### config.mk
export PLATFORM = sky130hd
export DESIGN_NAME = imm_ext_arbiter
export DESIGN_NICKNAME = d
export VERILOG_FILES = /design/src/rtl/imm_ext_pkg.sv /design/src/rtl/imm_ext_arbiter_rr.sv /design/src/rtl/imm_ext_arbiter.sv
export SDC_FILE = /design/constraint.sdc
export NUM_CORES = 1
export LEC_CHECK = 0
export CAP_MARGIN = 5
export CORE_MARGIN = 2
export CORE_UTILIZATION = 36
export CTS_BUF_LIST = sky130_fd_sc_hd__clkbuf_8
export DETAILED_ROUTE_END_ITERATION = 10
export GPL_ROUTABILITY_DRIVEN = 0
export GPL_TIMING_DRIVEN = 0
export PLACE_DENSITY = 0.83
export SLEW_MARGIN = 5
export SYNTH_ARGS = -nofsm -noshare
export SYNTH_HDL_FRONTEND = slang
export SYNTH_HIERARCHICAL = 1
export SYNTH_SLANG_ARGS = --single-unit
### constraint.sdc
create_clock -name clk -period 4.7 [get_ports clk]
set_input_delay 0.94 -clock clk [delete_from_list [all_inputs] [get_ports clk]]
set_output_delay 0.94 -clock clk [all_outputs]
set_load 0.02 [all_outputs]
### src/rtl/imm_ext_pkg.sv
// ============================================================================
//  Module : imm_ext_pkg
//  Shared opcode constants and extend-mode decode for imm_ext_arbiter.
//  Rev    : 1.0
// ============================================================================
`default_nettype none

package imm_ext_pkg;

   localparam logic [5:0] OP_LUI  = 6'h0F;
   localparam logic [5:0] OP_ANDI = 6'h0C;
   localparam logic [5:0] OP_ORI  = 6'h0D;
   localparam logic [5:0] OP_XORI = 6'h0E;

   typedef struct packed {
      logic is_signed;
      logic load_upper;
   } ext_mode_t;

   // Logical immediates zero-extend, LUI shifts up, everything else sign-extends.
   function automatic ext_mode_t ext_mode(input logic [5:0] opcode);
      ext_mode_t m;
      m.is_signed  = 1'b1;
      m.load_upper = 1'b0;
      case (opcode)
         OP_LUI: begin
            m.is_signed  = 1'b0;
            m.load_upper = 1'b1;
         end
         OP_ANDI, OP_ORI, OP_XORI: m.is_signed = 1'b0;
         default: ;
      endcase
      return m;
   endfunction

   function automatic int idw_of(input int n);
      return (n > 1) ? $clog2(n) : 1;
   endfunction

endpackage

`default_nettype wire

### src/rtl/imm_ext_arbiter_rr.sv
// ============================================================================
//  Module : rr_arbiter
//  Round-robin grant over a request vector, searching upward from a pointer.
//  Rev    : 1.0
// ============================================================================
`default_nettype none

module rr_arbiter
   import imm_ext_pkg::*;
#(
   parameter  int N   = 4,
   localparam int IDW = idw_of(N)
) (
   input  logic           clk,
   input  logic           rst_n,
   input  logic [N-1:0]   i_req,
   input  logic           i_advance,
   output logic [N-1:0]   o_grant,
   output logic [IDW-1:0] o_idx
);

   logic [IDW-1:0] r_ptr;
   logic [IDW:0]   w_cand;
   logic           w_found;

   // One extra bit on the candidate lets the wrap be a single subtract.
   always_comb begin
      o_grant = '0;
      o_idx   = '0;
      w_found = 1'b0;
      w_cand  = '0;
      for (int i = 0; i < N; i++) begin
         w_cand = {1'b0, r_ptr} + (IDW+1)'(i);
         if (w_cand >= (IDW+1)'(N))
            w_cand = w_cand - (IDW+1)'(N);
         if (!w_found && i_req[w_cand[IDW-1:0]]) begin
            w_found                   = 1'b1;
            o_grant[w_cand[IDW-1:0]]  = 1'b1;
            o_idx                     = w_cand[IDW-1:0];
         end
      end
   end

   always_ff @(posedge clk or negedge rst_n) begin
      if (!rst_n)
         r_ptr <= '0;
      else if (i_advance)
         r_ptr <= (o_idx == IDW'(N-1)) ? '0 : o_idx + 1'b1;
   end

endmodule

`default_nettype wire

### src/rtl/imm_ext_arbiter.sv
// ============================================================================
//  Module : imm_ext_arbiter
//  Shares one external immediate extender among N_REQ requesters with tagged return.
//  Rev    : 1.0
// ============================================================================
`default_nettype none

module imm_ext_arbiter
   import imm_ext_pkg::*;
#(
   parameter  int N_REQ     = 4,
   parameter  int IN_W      = 16,
   parameter  int OUT_W     = 32,
   parameter  int OP_W      = 6,
   parameter  int EXT_DELAY = 0,
   localparam int IDW       = idw_of(N_REQ)
) (
   input  logic                 clk,
   input  logic                 rst_n,
   input  logic                 i_flush,
   input  logic [N_REQ-1:0]     i_req_valid,
   output logic [N_REQ-1:0]     o_req_ready,
   input  logic [OP_W*N_REQ-1:0] i_req_opcode,
   input  logic [IN_W*N_REQ-1:0] i_req_imm,
   output logic                 o_ext_is_signed,
   output logic                 o_ext_load_upper,
   output logic [IN_W-1:0]      o_ext_data_in,
   input  logic [OUT_W-1:0]     i_ext_data_out,
   output logic                 o_rsp_valid,
   output logic [IDW-1:0]       o_rsp_id,
   output logic [OUT_W-1:0]     o_rsp_data
);

   typedef struct packed {
      logic           v;
      logic [IDW-1:0] id;
   } tag_t;

   logic [N_REQ-1:0] w_elig;
   logic [N_REQ-1:0] w_grant;
   logic [N_REQ-1:0] r_busy;
   logic [IDW-1:0]   w_idx;
   logic             w_accept;
   logic [OP_W-1:0]  w_sel_op;
   logic [IN_W-1:0]  w_sel_imm;
   ext_mode_t        w_mode;
   logic             r_ext_signed;
   logic             r_ext_upper;
   logic [IN_W-1:0]  r_ext_data;
   tag_t             r_tag [EXT_DELAY:0];
   tag_t             w_last;

   assign w_elig = i_req_valid & ~r_busy;

   rr_arbiter #(.N(N_REQ)) u_rr (
      .clk       (clk),
      .rst_n     (rst_n),
      .i_req     (w_elig),
      .i_advance (w_accept),
      .o_grant   (w_grant),
      .o_idx     (w_idx)
   );

   // Ready is also held low while reset is asserted so nothing is offered then.
   assign o_req_ready = w_grant & ~r_busy & {N_REQ{~i_flush & rst_n}};
   assign w_accept    = |(o_req_ready & i_req_valid);

   always_comb begin
      w_sel_op  = '0;
      w_sel_imm = '0;
      for (int k = 0; k < N_REQ; k++) begin
         if (w_grant[k]) begin
            w_sel_op  = i_req_opcode[OP_W*k +: OP_W];
            w_sel_imm = i_req_imm[IN_W*k +: IN_W];
         end
      end
   end

   assign w_mode = ext_mode(w_sel_op[5:0]);

   always_ff @(posedge clk or negedge rst_n) begin
      if (!rst_n) begin
         r_ext_signed <= 1'b0;
         r_ext_upper  <= 1'b0;
         r_ext_data   <= '0;
      end else if (w_accept) begin
         r_ext_signed <= w_mode.is_signed;
         r_ext_upper  <= w_mode.load_upper;
         r_ext_data   <= w_sel_imm;
      end
   end

   assign o_ext_is_signed  = r_ext_signed;
   assign o_ext_load_upper = r_ext_upper;
   assign o_ext_data_in    = r_ext_data;

   assign w_last      = r_tag[EXT_DELAY];
   assign o_rsp_valid = w_last.v & ~i_flush;
   assign o_rsp_id    = w_last.id;
   assign o_rsp_data  = o_rsp_valid ? i_ext_data_out : '0;

   // Tag stages track the extender's internal registers one-for-one, plus the input register.
   always_ff @(posedge clk or negedge rst_n) begin
      if (!rst_n) begin
         for (int s = 0; s <= EXT_DELAY; s++)
            r_tag[s] <= '0;
         r_busy <= '0;
      end else begin
         r_tag[0].v <= w_accept;
         if (w_accept)
            r_tag[0].id <= w_idx;
         for (int s = 1; s <= EXT_DELAY; s++) begin
            r_tag[s].v  <= r_tag[s-1].v & ~i_flush;
            r_tag[s].id <= r_tag[s-1].id;
         end
         for (int k = 0; k < N_REQ; k++) begin
            if (i_flush)
               r_busy[k] <= 1'b0;
            else if (w_accept && w_grant[k])
               r_busy[k] <= 1'b1;
            else if (o_rsp_valid && (o_rsp_id == IDW'(k)))
               r_busy[k] <= 1'b0;
         end
      end
   end

endmodule

`default_nettype wire

==> results of run 1 <==
## power by group
part | switching [mW] | internal [mW]
registers | 0.0720 | 0.329
logic | 1.05 | 1.02
clock network | 0.0747 | 0.0595
total | 1.20 | 1.40
## cell type report
type	count	area (sq um)
buffer	27	148
clock buffer	3	41.3
clock inverter	1	5.00
fill	576	2510
inverter	8	30.0
multi-input combinational	224	1770
sequential	27	676
tap	99	124
timing repair buffer	183	1830
## per-layer routing
metal	track usage [%]	up-vias	wire, microns
met1	28.0	1394	3870
met2	39.4	114	4880
met3	4.16	17	555
li1	-	1426	-
met4	6.38	0	174
met5	0	-	0
## cell usage in the layout (no fill, tap or decap), drive strengths merged, types with 2 or more instances in the layout
| cell | n |
|---|---|
| a31oi | 2 |
| nand4b | 2 |
| o21ai | 17 |
| dfrtp | 27 |
| and2 | 32 |
| nor2 | 5 |
| nand3 | 3 |
| mux2i | 7 |
| a221oi | 14 |
| o221ai | 3 |
| o31ai | 15 |
| nand2 | 23 |
| nor2b | 21 |
| dlymetal6s2s | 3 |
| nand4 | 2 |
| buf | 16 |
| o22ai | 2 |
| clkbuf | 16 |
| inv | 8 |
| or2 | 3 |
| mux2 | 21 |
| a22o | 4 |
| a21oi | 9 |
| a22oi | 8 |
| ha | 6 |
| nor3 | 5 |
| clkdlybuf4s50 | 178 |
| and4bb | 4 |
| mux4 | 2 |
## per-stage QoR
| stage | util (%) | hold WS [ps] | setup TNS [ps] |
|---|---|---|---|
| floorplan | - | 519 | 0 |
| global placement | 63.9 | 493 | -207 |
| detailed placement | 63.9 | 495 | -234 |
| CTS | 64.7 | 520 | 0 |
| global route | 64.8 | 543 | 0 |
| finish | 64.8 | 519 | 0 |
## flip-flops by register name (all words and copies together) (netlist names), named ones only
name,count
o_ext_data_in,16
o_ext_is_signed,1
o_ext_load_upper,1
o_rsp_id,2
r_busy,4
r_tag,1
u_rr/r_ptr,1
## kinds of logic (layout without fill, tap and decap cells)
| logic type | count (synthesis) | count (layout) | synth area share [%] |
|---|---|---|---|
| AOI/OAI and AO/OA | 83 | 83 | 23.9 |
| adders and majority gates | 6 | 6 | 2.87 |
| buffers and inverters | 36 | 222 | 6.93 |
| DFF | 27 | 27 | 25.8 |
| muxes | 30 | 30 | 16.3 |
| and+or+nand+nor | 105 | 105 | 24.2 |
## repair_timing
| action | 4_1_cts | 5_1_grt |
|---|---|---|
| pin swaps | 1 | 0 |
| buffers inserted | 1 | 0 |
| gates cloned | 0 | 0 |
| setup endpoints to repair | 3 | 3 |
| resized for setup | 1 | 4 |
## worst max-delay path by stage
stage	start	endpoint	slack, ps	cells past startpoint
2_1_floorplan	flop	o_req_ready[0]	1120	10
3_3_place_gp	i_req_valid[2]	o_req_ready[0]	-210	9
3_5_place_dp	i_req_valid[2]	o_req_ready[0]	-230	9
4_1_cts	i_req_valid[2]	o_req_ready[1]	0.8	10
5_1_grt	i_req_valid[0]	o_req_ready[0]	20	9
6_report	i_req_valid[0]	o_req_ready[0]	90	9
==> metrics.md, run 1 <==
| Metric | Value |
|---|---|
| Worst path arrival time | `between 3000 and 4000 ps` |
| Layout area overhead | `76.6%` |
| Crit path required time | `approximately 3800 ps` |
| Endpoints failing hold | `0` |
| Worst-skew pair later-pin latency | `around 280 ps` |
| CP cell instances | `clkdlybuf4s50_1, nor2b_1, buf_2, mux4_2, nor2b_4, a22oi_1, o21ai_2, and4bb_1, clkdlybuf4s50_1` |
| RSZ-0062 raised after global routing | `false` |
| Post-DP HPWL | `between 7 and 8 mm` |
| Initial antenna violation count | `0` |
| Crit path largest cell delay | `630 ps` |
| Largest area contributor in the netlist | `dfrtp_1` |
| IO Count | `about 180` |
| Most frequent cell after synthesis | `and2_1` |
| Syn_area_per_cell | `a little over 9 sq um` |
| Slew Viols, Final | `0` |
| Startpoint types | `input port` |
| Sequential share of the synthesized area | `between 20% and 30%` |
| Largest cells by area after synthesis | `dfrtp_1, mux2_4, and2_1` |
| Vias in the first global route | `2998` |
| Drt pass-1 iters | `5` |
| Cells after synthesis | `between 200 and 300` |
| Post-layout worst setup margin | `95.0 ps` |
| Final setup viols | `0` |
| CTS root buffer | `clkbuf_8` |
| CTS Sinks | `27` |
| Worst-Margin Slew | `666 ps` |
| Register bit total from synthesis | `27` |
| Hold buffers post-CTS | `0` |
| Starting Density | `between 30 and 40%` |
| Tcrit/Tclk final | `slightly below 100%` |
| Flop-to-flop setup slack | `710 ps` |
| Min Tclk post-route | `between 4000 and 5000 ps` |
| Static leakage | `approximately 1.9 nW` |
| Post-synth EDFFs | `0` |
| Prevailing post-synth register cell | `dfrtp_1` |
| CTS tree | `built` |
| YS warnings | `6` |
| HP Class | `flop to flop` |
| Core area | `between 0.007 and 0.008 sq mm` |
| FFs w/ async S/R, synth | `100%` |
| WP buf/inv | `3` |
| Overall Global Routing Usage | `between 20% and 30%` |
| Area share of the largest cell type after synthesis | `between 20% and 30%` |
| Post-route cell area | `0.00462 sq mm` |
| Non-Filler Instances | `between 500 and 600` |
| Clock Skew | `roughly 6.5 ps` |
| Hold EP | `o_ext_data_in[8]` |
| Peak supply drop | `approximately 0.37 mV` |
| Rel. slew slack | `a little under three fifths` |
| Hold Crit Start | `o_ext_data_in[8]` |
| DR vias | `around 3000` |
| Distinct cell type count after synthesis | `between 50 and 60` |
| Maxcap violations | `0` |
| Crit end category | `output port` |
| Overflow after GRT | `0` |
| Post-synth top cells | `and2_1, dfrtp_1, nand2_1` |
| Largest net degree at the start of global routing | `32` |
| Global-route wire length before repair | `approximately 14 mm` |
| Worst hold stages | `1` |
| Port Buffers | `182` |
| Synthesized cell area | `approximately 0.0026 sq mm` |
| Total wire length | `9.49 mm` |
| Final #Nets | `around 600` |
| CTS Buf Count | `3` |
| DR DRC count | `0` |
| Worst-path clk slew | `90 ps` |
| Worst-path fanout max | `10` |
| Syn_nets | `420` |
| Vias/cell | `between 5 and 6` |
| Upper clock frequency limit | `between 200 and 250 MHz` |
| Final total power | `about 2.6 mW` |
| Routed length per instance | `16.6 microns` |
| DP Area | `between 0.004 and 0.005 sq mm` |
| Crit path max-delay family | `buffers and inverters` |
| Status | `completed` |
| Layout cells sized above 1 | `12.7%` |
| Die ar. | `0.00797 sq mm` |
| CP dominant cell by count | `clkdlybuf4s50_1` |
| Worst R2R Path Depth | `13` |
| Routed Antenna Nets | `0` |
| Slowest cell on the critical path | `clkdlybuf4s50_1` |
| RR Endpoint | `o_ext_data_in[0]` |
| DRT iter0 DRCs | `approximately 130` |
| Kind of critical path | `input port to output port` |
| Cell Rows | `31` |
| Ant diodes | `0` |
| Pre-CTS WS | `-234 ps` |
| Die width | `about 89 microns` |
| Placed Instances | `about 570` |
| CTS max path bufs | `2` |
| P per Cell Area | `563 mW/mm^2` |
| H-tree depth | `1` |
| Die Ht | `a little under 90 microns` |
(Power assumes the default switching activity.)
==> run 2: changes to the inputs <==
- RECOVER_POWER: not set -> 100
==> run 2 against run 1 <==
  * The run now ends with capacitance limit, slew limit left
  * Clock skew about the same
  * First-iteration DRC count shrank 16%
  * Count of clock-buffer cells in the layout did not move
  * Sequential cell count unchanged
  * Global-route usage unchanged
  * Register-to-register slack got worse by 390 ps
  * Maximum frequency is 0.26% lower
  * Combinational power is 7% lower
  * Wire length hardly changed
  * Critical path type unchanged
==> metrics.md, run 2 (synthesis gave the netlist of run 1 again) <==
| Metric | Value |
|---|---|
| Status | `finished with violations` |
| Violated checks | `capacitance limit, slew limit` |
| CTS tree | `built` |
| DR vias | `2956 (+0.17%)` |
| DP Area | `0.00456 sq mm (unchanged)` |
| CTS Buf Count | `3 (unchanged)` |
| Slew Viols, Final | `32 (+32)` |
| Die width | `89.3 microns (unchanged)` |
| Slowest cell on the critical path | `clkdlybuf4s50_1` |
| Crit end category | `output port` |
| Clock Skew | `6.85 ps (+0.330 ps)` |
| Startpoint types | `input port` |
| Gate power share | `78.5% (-1.0 points)` |
| Worst path arrival time | `3680 ps (about the same)` |
| Most common cell after layout, fill and taps aside | `clkdlybuf4s50_1` |
| Clock network fraction of total power | `5.4% (+0.2 points)` |
| CP Launch Point | `i_req_valid[0]` |
| Switching Share | `48.0% (+1.9 points)` |
| Crit path max-delay family | `buffers and inverters` |
| Die ar. | `0.00797 sq mm (unchanged)` |
| CTS max path bufs | `2 (unchanged)` |
| Core area | `0.00714 sq mm (unchanged)` |
| P per Cell Area | `542 mW/mm^2 (-3.6%)` |
| Vias in the first global route | `2998 (unchanged)` |
| Endpoints failing hold | `0 (unchanged)` |
| Layout cells sized above 1 | `9.30% (-3.4 points)` |
| Most frequent cells in the layout | `clkdlybuf4s50_1, dlygate4sd3_1, and2_1` |
| Post-DP HPWL | `7.86 mm (unchanged)` |
| Drt pass-1 iters | `4 (-1)` |
| CP cell instances | `clkdlybuf4s50_1, nor2b_1, buf_2, mux4_2, nor2b_4, a22oi_1, o21ai_2, and4bb_1, clkdlybuf4s50_1` |
| Routed length per instance | `16.6 microns (about the same)` |
| Min Tclk post-route | `4620 ps (+12.2 ps)` |
| Port Buffers | `182 (unchanged)` |
| RSZ-0062 raised after global routing | `false` |
| Global-route wire length before repair | `13.8 mm (unchanged)` |
| Post-route cell area | `0.00452 sq mm (-2.2%)` |
| Crit path largest cell delay | `630 ps (about the same)` |
| Kind of critical path | `input port to output port` |
| HP Class | `flop to flop` |
| Largest net degree at the start of global routing | `32 (unchanged)` |
| Die Ht | `89.3 microns (unchanged)` |
| Layout area overhead | `72.8%` |
| Maxcap violations | `1 (+1)` |
| CP dominant cell by count | `clkdlybuf4s50_1` |
| Ant diodes | `0 (unchanged)` |
| Static leakage | `1.92 nW (+2.2%)` |
| CTS Sinks | `27 (unchanged)` |
| CTS root buffer | `clkbuf_8` |
| Worst-Margin Slew | `1570 ps (+907 ps)` |
| Vias/cell | `5.17 (+0.17%)` |
| Starting Density | `36.7% (unchanged)` |
| Final setup viols | `0 (unchanged)` |
| Sequential Power Share | `16.1% (+0.7 points)` |
| DRT iter0 DRCs | `112 (-16%)` |
| Cell Rows | `31 (unchanged)` |
| Total wire length | `9.48 mm (about the same)` |
| Upper clock frequency limit | `217 MHz (-0.26%)` |
| Tcrit/Tclk final | `98.2% (+0.26 points)` |
| Rel. slew slack | `-4.85% (-60 points)` |
| Largest register FFs | `16 (unchanged)` |
| Setup TNS | `0 ps (unchanged)` |
| DR DRC count | `0 (unchanged)` |
| IO Count | `184 (unchanged)` |
| Crit path required time | `3760 ps (about the same)` |
| H-tree depth | `1 (unchanged)` |
| Peak supply drop | `0.359 mV (-3.0%)` |
| Fill cells | `603 (+4.7%)` |
| Psw | `1.18 mW (-1.8%)` |
| Final #Nets | `607 (unchanged)` |
| Initial antenna violation count | `0 (unchanged)` |
| Routed Antenna Nets | `0 (unchanged)` |
| Internal | `1.28 mW (-9.1%)` |
| Worst-skew pair later-pin latency | `280 ps (about the same)` |
| Overflow after GRT | `0 (unchanged)` |
| Overall Global Routing Usage | `22.4% (unchanged)` |
| Worst-path clk slew | `100 ps (about the same)` |
| WP buf/inv | `3 (unchanged)` |
| Worst-path fanout max | `10 (unchanged)` |
| Hold Crit Start | `o_ext_data_in[10]` |
==> run 2: cell types whose count changed in the layout (fill, tap and decap cells not counted), sizes merged <==
cell           delta
dlygate4sd3      +53
buf               -3
dlymetal6s2s      -3
clkbuf            +6
clkdlybuf4s50    -53
==> run 2: metal layers <==
metal | track usage, % | vias to the layer above | wire, microns
li1 | - | 1426 | -
met1 | 28.0 | 1409 | 3900
met2 | 39.4 | 108 | 4870
met3 | 4.16 | 13 | 554
met4 | 6.38 | 0 | 154
met5 | 0 | - | 0
==> run 2: power by group through the flow <==
stage	Sequential (mW)	Clock, mW	Combinational, mW
floorplan	0.467	0	1.31
global placement	0.398	0	1.99
detailed placement	0.398	0	2.05
CTS	0.400	0.137	2.07
global route	0.406	0.146	2.07
finish	0.394	0.133	1.93
==> run 2: cell type report <==
type / count / area (sq um) / share of cell area, %
timing repair buffer: 183 / 1800 / 39.9
sequential: 27 / 676 / 14.9
clock buffer: 3 / 41.3 / 0.913
tap: 99 / 124 / 2.74
inverter: 8 / 30.0 / 0.664
multi-input combinational: 224 / 1710 / 37.8
buffer: 27 / 135 / 2.99
clock inverter: 1 / 5.00 / 0.111
==> run 2: path summary, 6_finish.rpt <==
kind                                endpoint  slack [ps]  depth (start not counted)
setup reg to reg            o_ext_data_in[5]         320                         13
hold / removal             o_ext_data_in[10]         490                          1
min in group asynchronous  o_ext_data_in[14]        1040                          1
hold reg to reg            o_ext_data_in[10]         490                          1
max in group asynchronous      u_rr/r_ptr[1]        2750                          1
setup / recovery              o_req_ready[0]          80                          9
==> run 2: through the flow <==
| step | instances | hold WS [ps] | setup WS [ps] | utilization [%] | total power, mW |
|---|---|---|---|---|---|
| 6_report | 572 | 493 | 82.8 | 63.4 | 2.45 |
| 5_1_grt | 572 | 527 | 12.8 | 63.4 | 2.62 |
| 4_1_cts | 572 | 520 | 0.798 | 64.7 | 2.60 |
| 3_5_place_dp | 568 | 495 | -234 | 63.9 | 2.45 |
| 3_3_place_gp | 568 | 493 | -207 | 63.9 | 2.39 |
| 2_1_floorplan | 287 | 519 | 1120 | - | 1.78 |
==> run 2: worst register-to-register path: cells and delay by family, from the launching register on <==
kind,cells,cell delay [ps]
AOI/OAI and AO/OA,3,830
adders and majority gates,1,510
buffers and inverters,4,890
DFF,1,450
muxes,2,850
and+or+nand+nor,3,750
==> run 2: repair_timing <==
item	CTS	global route
pin swaps	1	0
resized for setup	1	4
endpoints found under the setup margin	3	3
setup buffers	1	0
hold buffers	0	0
==> run 3: changes to the inputs <==
- GPL_ROUTABILITY_DRIVEN: 0 -> not set
==> results of run 3 <==
Final layout, timing and power as in run 2 (identical DEF).
